==> src/rtl/rv_ctrl_pkg.sv <==
// Shared encodings for the RV32I pipeline control unit: opcodes, control bundle
// layout, immediate/ALU/result/forwarding codes and the bubble constant.
package rv_ctrl_pkg;

    localparam logic [6:0] OP_R      = 7'b0110011;
    localparam logic [6:0] OP_IMM    = 7'b0010011;
    localparam logic [6:0] OP_LOAD   = 7'b0000011;
    localparam logic [6:0] OP_STORE  = 7'b0100011;
    localparam logic [6:0] OP_BRANCH = 7'b1100011;
    localparam logic [6:0] OP_JAL    = 7'b1101111;
    localparam logic [6:0] OP_JALR   = 7'b1100111;
    localparam logic [6:0] OP_LUI    = 7'b0110111;
    localparam logic [6:0] OP_AUIPC  = 7'b0010111;

    localparam logic [2:0] IMM_NONE = 3'b000;
    localparam logic [2:0] IMM_I    = 3'b001;
    localparam logic [2:0] IMM_S    = 3'b010;
    localparam logic [2:0] IMM_B    = 3'b011;
    localparam logic [2:0] IMM_U    = 3'b100;
    localparam logic [2:0] IMM_J    = 3'b101;

    localparam logic [1:0] ALUOP_ADD   = 2'b00;
    localparam logic [1:0] ALUOP_BR    = 2'b01;
    localparam logic [1:0] ALUOP_FUNC  = 2'b10;
    localparam logic [1:0] ALUOP_PASSB = 2'b11;

    localparam logic [1:0] RES_ALU = 2'b00;
    localparam logic [1:0] RES_MEM = 2'b01;
    localparam logic [1:0] RES_PC4 = 2'b10;

    localparam logic [1:0] FWD_RF  = 2'b00;
    localparam logic [1:0] FWD_WB  = 2'b01;
    localparam logic [1:0] FWD_MEM = 2'b10;

    typedef struct packed {
        logic       reg_write;
        logic       alu_src;
        logic       alu_src_pc;
        logic       mem_write;
        logic       mem_read;
        logic [1:0] result_src;
        logic       branch;
        logic       jump;
        logic [1:0] alu_op;
        logic [2:0] imm_sel;
        logic       valid;
    } ctrl_t;

    localparam int CTRL_W         = $bits(ctrl_t);
    localparam int CTRL_VALID_LSB = 0;
    localparam int CTRL_IMM_LSB   = 1;
    localparam int CTRL_ALUOP_LSB = 4;
    localparam int CTRL_JUMP_BIT  = 6;
    localparam int CTRL_BR_BIT    = 7;
    localparam int CTRL_RES_LSB   = 8;
    localparam int CTRL_MRD_BIT   = 10;
    localparam int CTRL_MWR_BIT   = 11;
    localparam int CTRL_SRCPC_BIT = 12;
    localparam int CTRL_SRC_BIT   = 13;
    localparam int CTRL_RW_BIT    = 14;

    localparam ctrl_t BUBBLE = '0;

endpackage

==> src/rtl/rv_pipe_ctrl_if.sv <==
// ID-side request and per-stage control outputs of the pipeline control unit.
interface rv_pipe_ctrl_if
    import rv_ctrl_pkg::*;
#(
    parameter int RA_W = 5
);
    logic            id_valid;
    logic [31:0]     id_instr;
    logic            hold;
    logic            ex_redirect;
    logic            stall_if_id;
    logic            flush_if_id;
    ctrl_t           ex_ctrl;
    logic [RA_W-1:0] ex_rd;
    logic [RA_W-1:0] ex_rs1;
    logic [RA_W-1:0] ex_rs2;
    logic            mem_reg_write;
    logic            mem_mem_read;
    logic            mem_mem_write;
    logic [1:0]      mem_result_src;
    logic [RA_W-1:0] mem_rd;
    logic            wb_reg_write;
    logic [1:0]      wb_result_src;
    logic [RA_W-1:0] wb_rd;
    logic [1:0]      fwd_a;
    logic [1:0]      fwd_b;
    logic            illegal;

    modport master (
        output id_valid, id_instr, hold, ex_redirect,
        input  stall_if_id, flush_if_id, ex_ctrl, ex_rd, ex_rs1, ex_rs2,
        input  mem_reg_write, mem_mem_read, mem_mem_write, mem_result_src, mem_rd,
        input  wb_reg_write, wb_result_src, wb_rd, fwd_a, fwd_b, illegal
    );

    modport slave (
        input  id_valid, id_instr, hold, ex_redirect,
        output stall_if_id, flush_if_id, ex_ctrl, ex_rd, ex_rs1, ex_rs2,
        output mem_reg_write, mem_mem_read, mem_mem_write, mem_result_src, mem_rd,
        output wb_reg_write, wb_result_src, wb_rd, fwd_a, fwd_b, illegal
    );
endinterface

==> src/rtl/rv_decode.sv <==
// Pure combinational RV32I opcode decoder: control bundle plus register-use flags.
module rv_decode
    import rv_ctrl_pkg::*;
(
    input  logic [6:0] opcode,
    output ctrl_t      ctrl,
    output logic       illegal,
    output logic       uses_rs1,
    output logic       uses_rs2
);
    always_comb begin
        ctrl     = BUBBLE;
        illegal  = 1'b0;
        uses_rs1 = 1'b1;
        uses_rs2 = 1'b0;
        case (opcode)
            OP_R: begin
                ctrl.reg_write = 1'b1;
                ctrl.alu_op    = ALUOP_FUNC;
                uses_rs2       = 1'b1;
            end
            OP_IMM: begin
                ctrl.reg_write = 1'b1;
                ctrl.alu_src   = 1'b1;
                ctrl.alu_op    = ALUOP_FUNC;
                ctrl.imm_sel   = IMM_I;
            end
            OP_LOAD: begin
                ctrl.reg_write  = 1'b1;
                ctrl.alu_src    = 1'b1;
                ctrl.mem_read   = 1'b1;
                ctrl.result_src = RES_MEM;
                ctrl.imm_sel    = IMM_I;
            end
            OP_STORE: begin
                ctrl.alu_src   = 1'b1;
                ctrl.mem_write = 1'b1;
                ctrl.imm_sel   = IMM_S;
                uses_rs2       = 1'b1;
            end
            OP_BRANCH: begin
                ctrl.alu_src    = 1'b1;
                ctrl.alu_src_pc = 1'b1;
                ctrl.branch     = 1'b1;
                ctrl.alu_op     = ALUOP_BR;
                ctrl.imm_sel    = IMM_B;
                uses_rs2        = 1'b1;
            end
            OP_JAL: begin
                ctrl.reg_write  = 1'b1;
                ctrl.alu_src    = 1'b1;
                ctrl.alu_src_pc = 1'b1;
                ctrl.jump       = 1'b1;
                ctrl.result_src = RES_PC4;
                ctrl.imm_sel    = IMM_J;
                uses_rs1        = 1'b0;
            end
            OP_JALR: begin
                ctrl.reg_write  = 1'b1;
                ctrl.alu_src    = 1'b1;
                ctrl.jump       = 1'b1;
                ctrl.result_src = RES_PC4;
                ctrl.imm_sel    = IMM_I;
            end
            OP_LUI: begin
                ctrl.reg_write = 1'b1;
                ctrl.alu_src   = 1'b1;
                ctrl.alu_op    = ALUOP_PASSB;
                ctrl.imm_sel   = IMM_U;
                uses_rs1       = 1'b0;
            end
            OP_AUIPC: begin
                ctrl.reg_write  = 1'b1;
                ctrl.alu_src    = 1'b1;
                ctrl.alu_src_pc = 1'b1;
                ctrl.alu_op     = ALUOP_ADD;
                ctrl.imm_sel    = IMM_U;
                uses_rs1        = 1'b0;
            end
            default: begin
                illegal  = 1'b1;
                uses_rs1 = 1'b0;
            end
        endcase
        ctrl.valid = !illegal;
    end
endmodule

==> src/rtl/rv_pipe_ctrl.sv <==
// Pipelined control for the 5-stage RV32I core: ID decode, ID/EX, EX/MEM, MEM/WB
// control registers, load-use stall, redirect flush and EX forwarding selects.
module rv_pipe_ctrl
    import rv_ctrl_pkg::*;
#(
    parameter int RA_W           = 5,
    parameter bit LOAD_USE_STALL = 1'b1,
    parameter bit FWD_EN         = 1'b1
)(
    input  logic           clk,
    input  logic           rst_n,
    rv_pipe_ctrl_if.slave  bus
);
    ctrl_t           dec_ctrl;
    logic            dec_illegal, dec_rs1, dec_rs2;
    logic [RA_W-1:0] id_rd, id_rs1, id_rs2;
    logic            id_live, load_use;
    logic            unused_instr_bits;

    ctrl_t           ex_ctrl_q;
    logic [RA_W-1:0] ex_rd_q, ex_rs1_q, ex_rs2_q;
    logic            mem_rw_q, mem_mrd_q, mem_mwr_q;
    logic [1:0]      mem_res_q;
    logic [RA_W-1:0] mem_rd_q;
    logic            wb_rw_q;
    logic [1:0]      wb_res_q;
    logic [RA_W-1:0] wb_rd_q;
    logic            illegal_q;
    logic [1:0]      fwd_a_c, fwd_b_c;

    rv_decode u_decode (
        .opcode   (bus.id_instr[6:0]),
        .ctrl     (dec_ctrl),
        .illegal  (dec_illegal),
        .uses_rs1 (dec_rs1),
        .uses_rs2 (dec_rs2)
    );

    assign id_rd  = bus.id_instr[7  +: RA_W];
    assign id_rs1 = bus.id_instr[15 +: RA_W];
    assign id_rs2 = bus.id_instr[20 +: RA_W];
    assign unused_instr_bits = ^{bus.id_instr[31:25], bus.id_instr[14:12]};

    assign id_live = bus.id_valid && !dec_illegal;

    // A bubble already sits in EX after the stall cycle, so each hazard stalls once.
    assign load_use = LOAD_USE_STALL && ex_ctrl_q.mem_read && (ex_rd_q != '0) && bus.id_valid &&
                      ((dec_rs1 && ex_rd_q == id_rs1) || (dec_rs2 && ex_rd_q == id_rs2));

    assign bus.stall_if_id = bus.hold || (!bus.ex_redirect && load_use);
    assign bus.flush_if_id = !bus.hold && bus.ex_redirect;

    always_ff @(posedge clk or negedge rst_n) begin
        if (!rst_n) begin
            ex_ctrl_q <= BUBBLE;
            ex_rd_q   <= '0;
            ex_rs1_q  <= '0;
            ex_rs2_q  <= '0;
            mem_rw_q  <= 1'b0;
            mem_mrd_q <= 1'b0;
            mem_mwr_q <= 1'b0;
            mem_res_q <= '0;
            mem_rd_q  <= '0;
            wb_rw_q   <= 1'b0;
            wb_res_q  <= '0;
            wb_rd_q   <= '0;
            illegal_q <= 1'b0;
        end else if (!bus.hold) begin
            mem_rw_q  <= ex_ctrl_q.reg_write;
            mem_mrd_q <= ex_ctrl_q.mem_read;
            mem_mwr_q <= ex_ctrl_q.mem_write;
            mem_res_q <= ex_ctrl_q.result_src;
            mem_rd_q  <= ex_rd_q;
            wb_rw_q   <= mem_rw_q;
            wb_res_q  <= mem_res_q;
            wb_rd_q   <= mem_rd_q;
            // Wrong-path instructions are squashed before they can flag illegal.
            illegal_q <= bus.id_valid && dec_illegal && !bus.ex_redirect;
            if (bus.ex_redirect || load_use || !id_live) begin
                ex_ctrl_q <= BUBBLE;
                ex_rd_q   <= '0;
                ex_rs1_q  <= '0;
                ex_rs2_q  <= '0;
            end else begin
                // Unused register fields are zeroed so they never raise a false forward.
                ex_ctrl_q <= dec_ctrl;
                ex_rd_q   <= dec_ctrl.reg_write ? id_rd  : '0;
                ex_rs1_q  <= dec_rs1            ? id_rs1 : '0;
                ex_rs2_q  <= dec_rs2            ? id_rs2 : '0;
            end
        end
    end

    function automatic logic [1:0] fwd_sel(input logic [RA_W-1:0] rs);
        if (mem_rw_q && mem_rd_q != '0 && mem_rd_q == rs)
            return FWD_MEM;
        else if (wb_rw_q && wb_rd_q != '0 && wb_rd_q == rs)
            return FWD_WB;
        else
            return FWD_RF;
    endfunction

    always_comb begin
        fwd_a_c = FWD_RF;
        fwd_b_c = FWD_RF;
        if (FWD_EN) begin
            fwd_a_c = fwd_sel(ex_rs1_q);
            fwd_b_c = fwd_sel(ex_rs2_q);
        end
    end

    assign bus.ex_ctrl        = ex_ctrl_q;
    assign bus.ex_rd          = ex_rd_q;
    assign bus.ex_rs1         = ex_rs1_q;
    assign bus.ex_rs2         = ex_rs2_q;
    assign bus.mem_reg_write  = mem_rw_q;
    assign bus.mem_mem_read   = mem_mrd_q;
    assign bus.mem_mem_write  = mem_mwr_q;
    assign bus.mem_result_src = mem_res_q;
    assign bus.mem_rd         = mem_rd_q;
    assign bus.wb_reg_write   = wb_rw_q;
    assign bus.wb_result_src  = wb_res_q;
    assign bus.wb_rd          = wb_rd_q;
    assign bus.fwd_a          = fwd_a_c;
    assign bus.fwd_b          = fwd_b_c;
    assign bus.illegal        = illegal_q;
endmodule
==> src/flat_wrapper.sv <==
// flat-port wrapper written by rule: the top's interface ports become plain ports
module rv_pipe_ctrl_flat import rv_ctrl_pkg::*;
#(
    parameter int RA_W           = 5,
    parameter bit LOAD_USE_STALL = 1'b1,
    parameter bit FWD_EN         = 1'b1
)
  (clk, rst_n, bus_id_valid, bus_id_instr, bus_hold, bus_ex_redirect, bus_stall_if_id, bus_flush_if_id, bus_ex_ctrl, bus_ex_rd, bus_ex_rs1, bus_ex_rs2, bus_mem_reg_write, bus_mem_mem_read, bus_mem_mem_write, bus_mem_result_src, bus_mem_rd, bus_wb_reg_write, bus_wb_result_src, bus_wb_rd, bus_fwd_a, bus_fwd_b, bus_illegal);
  rv_pipe_ctrl_if #(.RA_W(RA_W)) bus_i ();
  input  logic clk;
  input  logic rst_n;
  input wire logic [$bits(bus_i.id_valid)-1:0] bus_id_valid;
  input wire logic [$bits(bus_i.id_instr)-1:0] bus_id_instr;
  input wire logic [$bits(bus_i.hold)-1:0] bus_hold;
  input wire logic [$bits(bus_i.ex_redirect)-1:0] bus_ex_redirect;
  output wire logic [$bits(bus_i.stall_if_id)-1:0] bus_stall_if_id;
  output wire logic [$bits(bus_i.flush_if_id)-1:0] bus_flush_if_id;
  output wire logic [$bits(bus_i.ex_ctrl)-1:0] bus_ex_ctrl;
  output wire logic [$bits(bus_i.ex_rd)-1:0] bus_ex_rd;
  output wire logic [$bits(bus_i.ex_rs1)-1:0] bus_ex_rs1;
  output wire logic [$bits(bus_i.ex_rs2)-1:0] bus_ex_rs2;
  output wire logic [$bits(bus_i.mem_reg_write)-1:0] bus_mem_reg_write;
  output wire logic [$bits(bus_i.mem_mem_read)-1:0] bus_mem_mem_read;
  output wire logic [$bits(bus_i.mem_mem_write)-1:0] bus_mem_mem_write;
  output wire logic [$bits(bus_i.mem_result_src)-1:0] bus_mem_result_src;
  output wire logic [$bits(bus_i.mem_rd)-1:0] bus_mem_rd;
  output wire logic [$bits(bus_i.wb_reg_write)-1:0] bus_wb_reg_write;
  output wire logic [$bits(bus_i.wb_result_src)-1:0] bus_wb_result_src;
  output wire logic [$bits(bus_i.wb_rd)-1:0] bus_wb_rd;
  output wire logic [$bits(bus_i.fwd_a)-1:0] bus_fwd_a;
  output wire logic [$bits(bus_i.fwd_b)-1:0] bus_fwd_b;
  output wire logic [$bits(bus_i.illegal)-1:0] bus_illegal;
  assign bus_i.id_valid = bus_id_valid;
  assign bus_i.id_instr = bus_id_instr;
  assign bus_i.hold = bus_hold;
  assign bus_i.ex_redirect = bus_ex_redirect;
  assign bus_stall_if_id = bus_i.stall_if_id;
  assign bus_flush_if_id = bus_i.flush_if_id;
  assign bus_ex_ctrl = bus_i.ex_ctrl;
  assign bus_ex_rd = bus_i.ex_rd;
  assign bus_ex_rs1 = bus_i.ex_rs1;
  assign bus_ex_rs2 = bus_i.ex_rs2;
  assign bus_mem_reg_write = bus_i.mem_reg_write;
  assign bus_mem_mem_read = bus_i.mem_mem_read;
  assign bus_mem_mem_write = bus_i.mem_mem_write;
  assign bus_mem_result_src = bus_i.mem_result_src;
  assign bus_mem_rd = bus_i.mem_rd;
  assign bus_wb_reg_write = bus_i.wb_reg_write;
  assign bus_wb_result_src = bus_i.wb_result_src;
  assign bus_wb_rd = bus_i.wb_rd;
  assign bus_fwd_a = bus_i.fwd_a;
  assign bus_fwd_b = bus_i.fwd_b;
  assign bus_illegal = bus_i.illegal;
  rv_pipe_ctrl #(.RA_W(RA_W), .LOAD_USE_STALL(LOAD_USE_STALL), .FWD_EN(FWD_EN)) u_core (.clk(clk), .rst_n(rst_n), .bus(bus_i));
endmodule
==> config.mk <==
export PLATFORM = sky130hd
export DESIGN_NAME = rv_pipe_ctrl_flat
export DESIGN_NICKNAME = d
export VERILOG_FILES = /design/src/rtl/rv_ctrl_pkg.sv /design/src/rtl/rv_pipe_ctrl_if.sv /design/src/rtl/rv_decode.sv /design/src/rtl/rv_pipe_ctrl.sv /design/src/flat_wrapper.sv
export SDC_FILE = /design/constraint.sdc
export NUM_CORES = 1
export LEC_CHECK = 0
export BUFFER_PORTS_ARGS = -buffer_cell sky130_fd_sc_hd__buf_2
export CAP_MARGIN = 20
export CORE_MARGIN = 2
export CORE_UTILIZATION = 54
export DETAILED_ROUTE_END_ITERATION = 12
export PLACE_DENSITY = 0.95
export SLEW_MARGIN = 15
export SYNTH_ARGS = -nofsm -noshare
export SYNTH_HDL_FRONTEND = slang
export SYNTH_SLANG_ARGS = --single-unit
==> constraint.sdc <==
create_clock -name clk -period 2.6 [get_ports clk]
set_input_delay 0.39 -clock clk [delete_from_list [all_inputs] [get_ports clk]]
set_output_delay 0.39 -clock clk [all_outputs]
set_load 0.02 [all_outputs]
==> results by group <==
Outcome
  • Status: complete, no violations

Synthesis
  • Synthesized net count: 290
  • Cell with the most instances after synthesis: dfrtp_1
  • EDFF count, synth: 0
  • Most used DFF post-synth: dfrtp_1
  • Sequential area share after synthesis: 0.462
  • Synth async-reset ratio: 1.00
  • Top cells by area, synth: dfrtp_1 (46%), mux2_2 (7.6%), nand2_1 (6.6%), o21ai_2 (6.3%), xor2_1 (6.3%)
  • Syn avg cell area: 10.5 um^2
  • FF+latch count, synth: 49
  • Cell taking the most area after synthesis: dfrtp_1
  • Post-synth top cells: dfrtp_1 (49), nand2_1 (47), o21ai_2 (19), xor2_1 (19), mux2_2 (18)
  • Fraction of post-synthesis cell area in the top cell type by area: 0.462
  • Netlist cell types: 38
  • Yosys warns: 0
  • Mapped Cells: 253
  • Mapped cell area: 2650 um^2

Critical path
  • Slowest Stage Delay on Critical Path: 0.47 ns
  • Worst-path cell chain: xor2_1, nor4_1, nand4b_1, a21oi_4, a21o_2, buf_2
  • CP max stage cell: dfrtp_1
  • CP Class: reg -> out
  • Stages on worst setup path: 6
  • Setup crit end kind: output port
  • Worst EP arrival: 2.10 ns
  • Startpoint types: flip-flop
  • Path depth of the worst reg2reg path: 6
  • Worst path buffer plus inverter count: 1
  • Critical path peak fanout: 6
  • Critical path's top delay family: simple AND/OR/NAND/NOR gates
  • Worst Path Required: 2.21 ns

Route
  • Vias: 2,274
  • Post-route DRC violation count: 0
  • Post-route antenna net violation count: 0
  • Total Wirelength: 6.36 mm
  • Drt first pass iters: 4
  • Vias/cell: 5.69
  • Initial drt markers: 205
  • Wire per inst: 15.9 um

Global routing
  • Initial antenna violation count: 0
  • First-pass GRT wire length: 10.0 mm
  • GRT Overall Usage: 0.242
  • Largest net degree at the start of global routing: 52
  • Vias in the first global route: 2,132
  • GRT Residual Overflow: 0

Timing
  • Slew Limit Fails: 0
  • WHS: 0.335 ns
  • Final Hold Vio Count: 0
  • Clock Skew: 0.00772 ns
  • FMAX: 401 MHz
  • Slew @ Worst Pin: 0.539 ns
  • RSZ-0062 raised after global routing: false
  • Post-route clock period utilization: 0.958
  • Setup TNS Final: 0 ns
  • Final min period: 2.49 ns
  • Setup Viol. Count Final: 0
  • Slew margin rel.: 0.641

Clocking
  • Root buf cell: clkbuf_8
  • TritonCTS clock tree: built
  • Total CTS buffers: 5
  • Clock sink count: 49
  • Post-CTS setup buffer count: 0
  • Max Root-Sink Buffers: 2
  • H-tree levels: 2
  • CTS clk-pin slew, worst paths: 0.08 ns
  • Clk_lat worst skew: 0.30 ns

Cells and area
  • Nets@finish: 369
  • Layout area overhead: 19.7%
  • Share of layout cells above drive strength 1: 0.417
  • FF/Latch Area: 1230 um^2
  • Inserted Diodes: 0
  • Area occupied by multi-input gates: 1310 um^2
  • Finished Layout Cells: 400
  • Fillcell total: 330

Power
  • Final Power: 1.38 mW
  • Pwr dens: 434 nW/um^2
  • Maximum vdd drop: 0.266 mV
  • Leakage: 1.74 nW

Worst hold path
  • HP Class: in -> reg
  • Hold depth: 3

Floorplanning
  • Die width: 74.1 um
  • Core area: 4720 um^2
  • Die Y: 74.1 um
  • Rows: 25
  • Initial core utilization: 0.562
  • Top Ports: 92
  • Die area: 5490 um^2

Placement
  • Post-Place Cells: 391
  • HPWL Detailed: 4.72 mm
  • IO Port Bufs: 81
  • Final GP Congestion: 0.871

Flow run
  • Max Cap Violations: 0
==> metal layers <==
layer  share of wire  track usage
met5               0            0
met2            0.49        0.392
met4           0.033        0.117
met1            0.41        0.314
met3           0.069       0.0461
==> worst reg2reg max path, cell delays in order, from the launching register on <==
cell and delay (ns):
dfrtp_1 0.47, xor2_1 0.20, nor4_1 0.45, nand4b_1 0.21, a21oi_4 0.18, buf_4 0.36
o21ai_0 0.16
==> final cells by class <==
type                    instances  area share
well taps                      67      0.0264
flip-flops and latches         49       0.386
inverters                       3     0.00355
repair buffers                 87       0.143
clock buffers                   6      0.0260
multi-input cells             186       0.411
clock inverters                 2     0.00433
==> final timing paths <==
kind | from | end | slack, ns
worst max-delay path | u_core.bus.ex_rd[2] | bus_stall_if_id | 0.11
worst min-delay path | bus_id_instr[10] | u_core.bus.ex_rd[3] | 0.33
worst max register to register | u_core.bus.ex_rd[2] | u_core.bus.ex_rd[4] | 0.44
worst min register to register | u_core.bus.ex_ctrl[2] | u_core.bus.ex_ctrl[2] | 0.49
max in group asynchronous | rst_n | u_core.bus.ex_rs1[1] | 1.33
min in group asynchronous | rst_n | u_core.bus.ex_ctrl[4] | 0.52
==> placed cells by master (no fill, tap or decap), types with 12 or more instances in the layout <==
cell,count
nand3_1,12
xnor2_1,12
o21ai_0,14
xor2_1,19
o21ai_2,19
mux2_2,18
buf_2,81
nand2_1,47
dfrtp_1,49
==> registers in the layout, indices dropped and copies added (netlist names) <==
name and count:
u_core.bus.ex_ctrl 15, u_core.bus.ex_rd 5, u_core.bus.ex_rs1 5, u_core.bus.ex_rs2 5, u_core.bus.mem_rd 5, u_core.bus.wb_rd 5, u_core.bus.mem_result_src 2, u_core.bus.wb_result_src 2
u_core.bus.illegal 1, u_core.bus.mem_mem_read 1, u_core.bus.mem_mem_write 1, u_core.bus.mem_reg_write 1, u_core.bus.wb_reg_write 1
==> power by group <==
group / internal, mW / switching, mW / total [mW]
registers: 0.767 / 0.00688 / 0.774
logic: 0.0510 / 0.0873 / 0.138
clock network: 0.216 / 0.251 / 0.467
total: 1.03 / 0.345 / 1.38
==> cell families (layout without fill, tap and decap cells) <==
| group | count (synthesis) | in the layout | share of synthesized area |
|---|---|---|---|
| xor gates and xnor gates | 31 | 31 | 0.102 |
| and+or+nand+nor | 88 | 88 | 0.169 |
| DFF | 49 | 49 | 0.462 |
| buffers and inverters | 18 | 98 | 0.0462 |
| muxes | 18 | 18 | 0.0764 |
| AOI/OAI and AO/OA | 49 | 49 | 0.144 |
==> repair_timing <==
item                                   in CTS  in global routing
gates resized for setup                     0                  1
endpoints found under the hold margin      15                  0
hold buffers                                1                  0
setup endpoints to repair                   0                  2
==> metrics by stage <==
stage	setup slack, ns	utilization	cell area [um^2]
final	0.108	0.672	3180
after global routing	0.0315	0.672	3180
after CTS	0.0555	0.672	3180
after detailed placement	0.414	0.650	3070
after global placement	0.450	0.650	3070
after floorplan	0.0806	-	2650
Power figures use the tool's default switching activity.
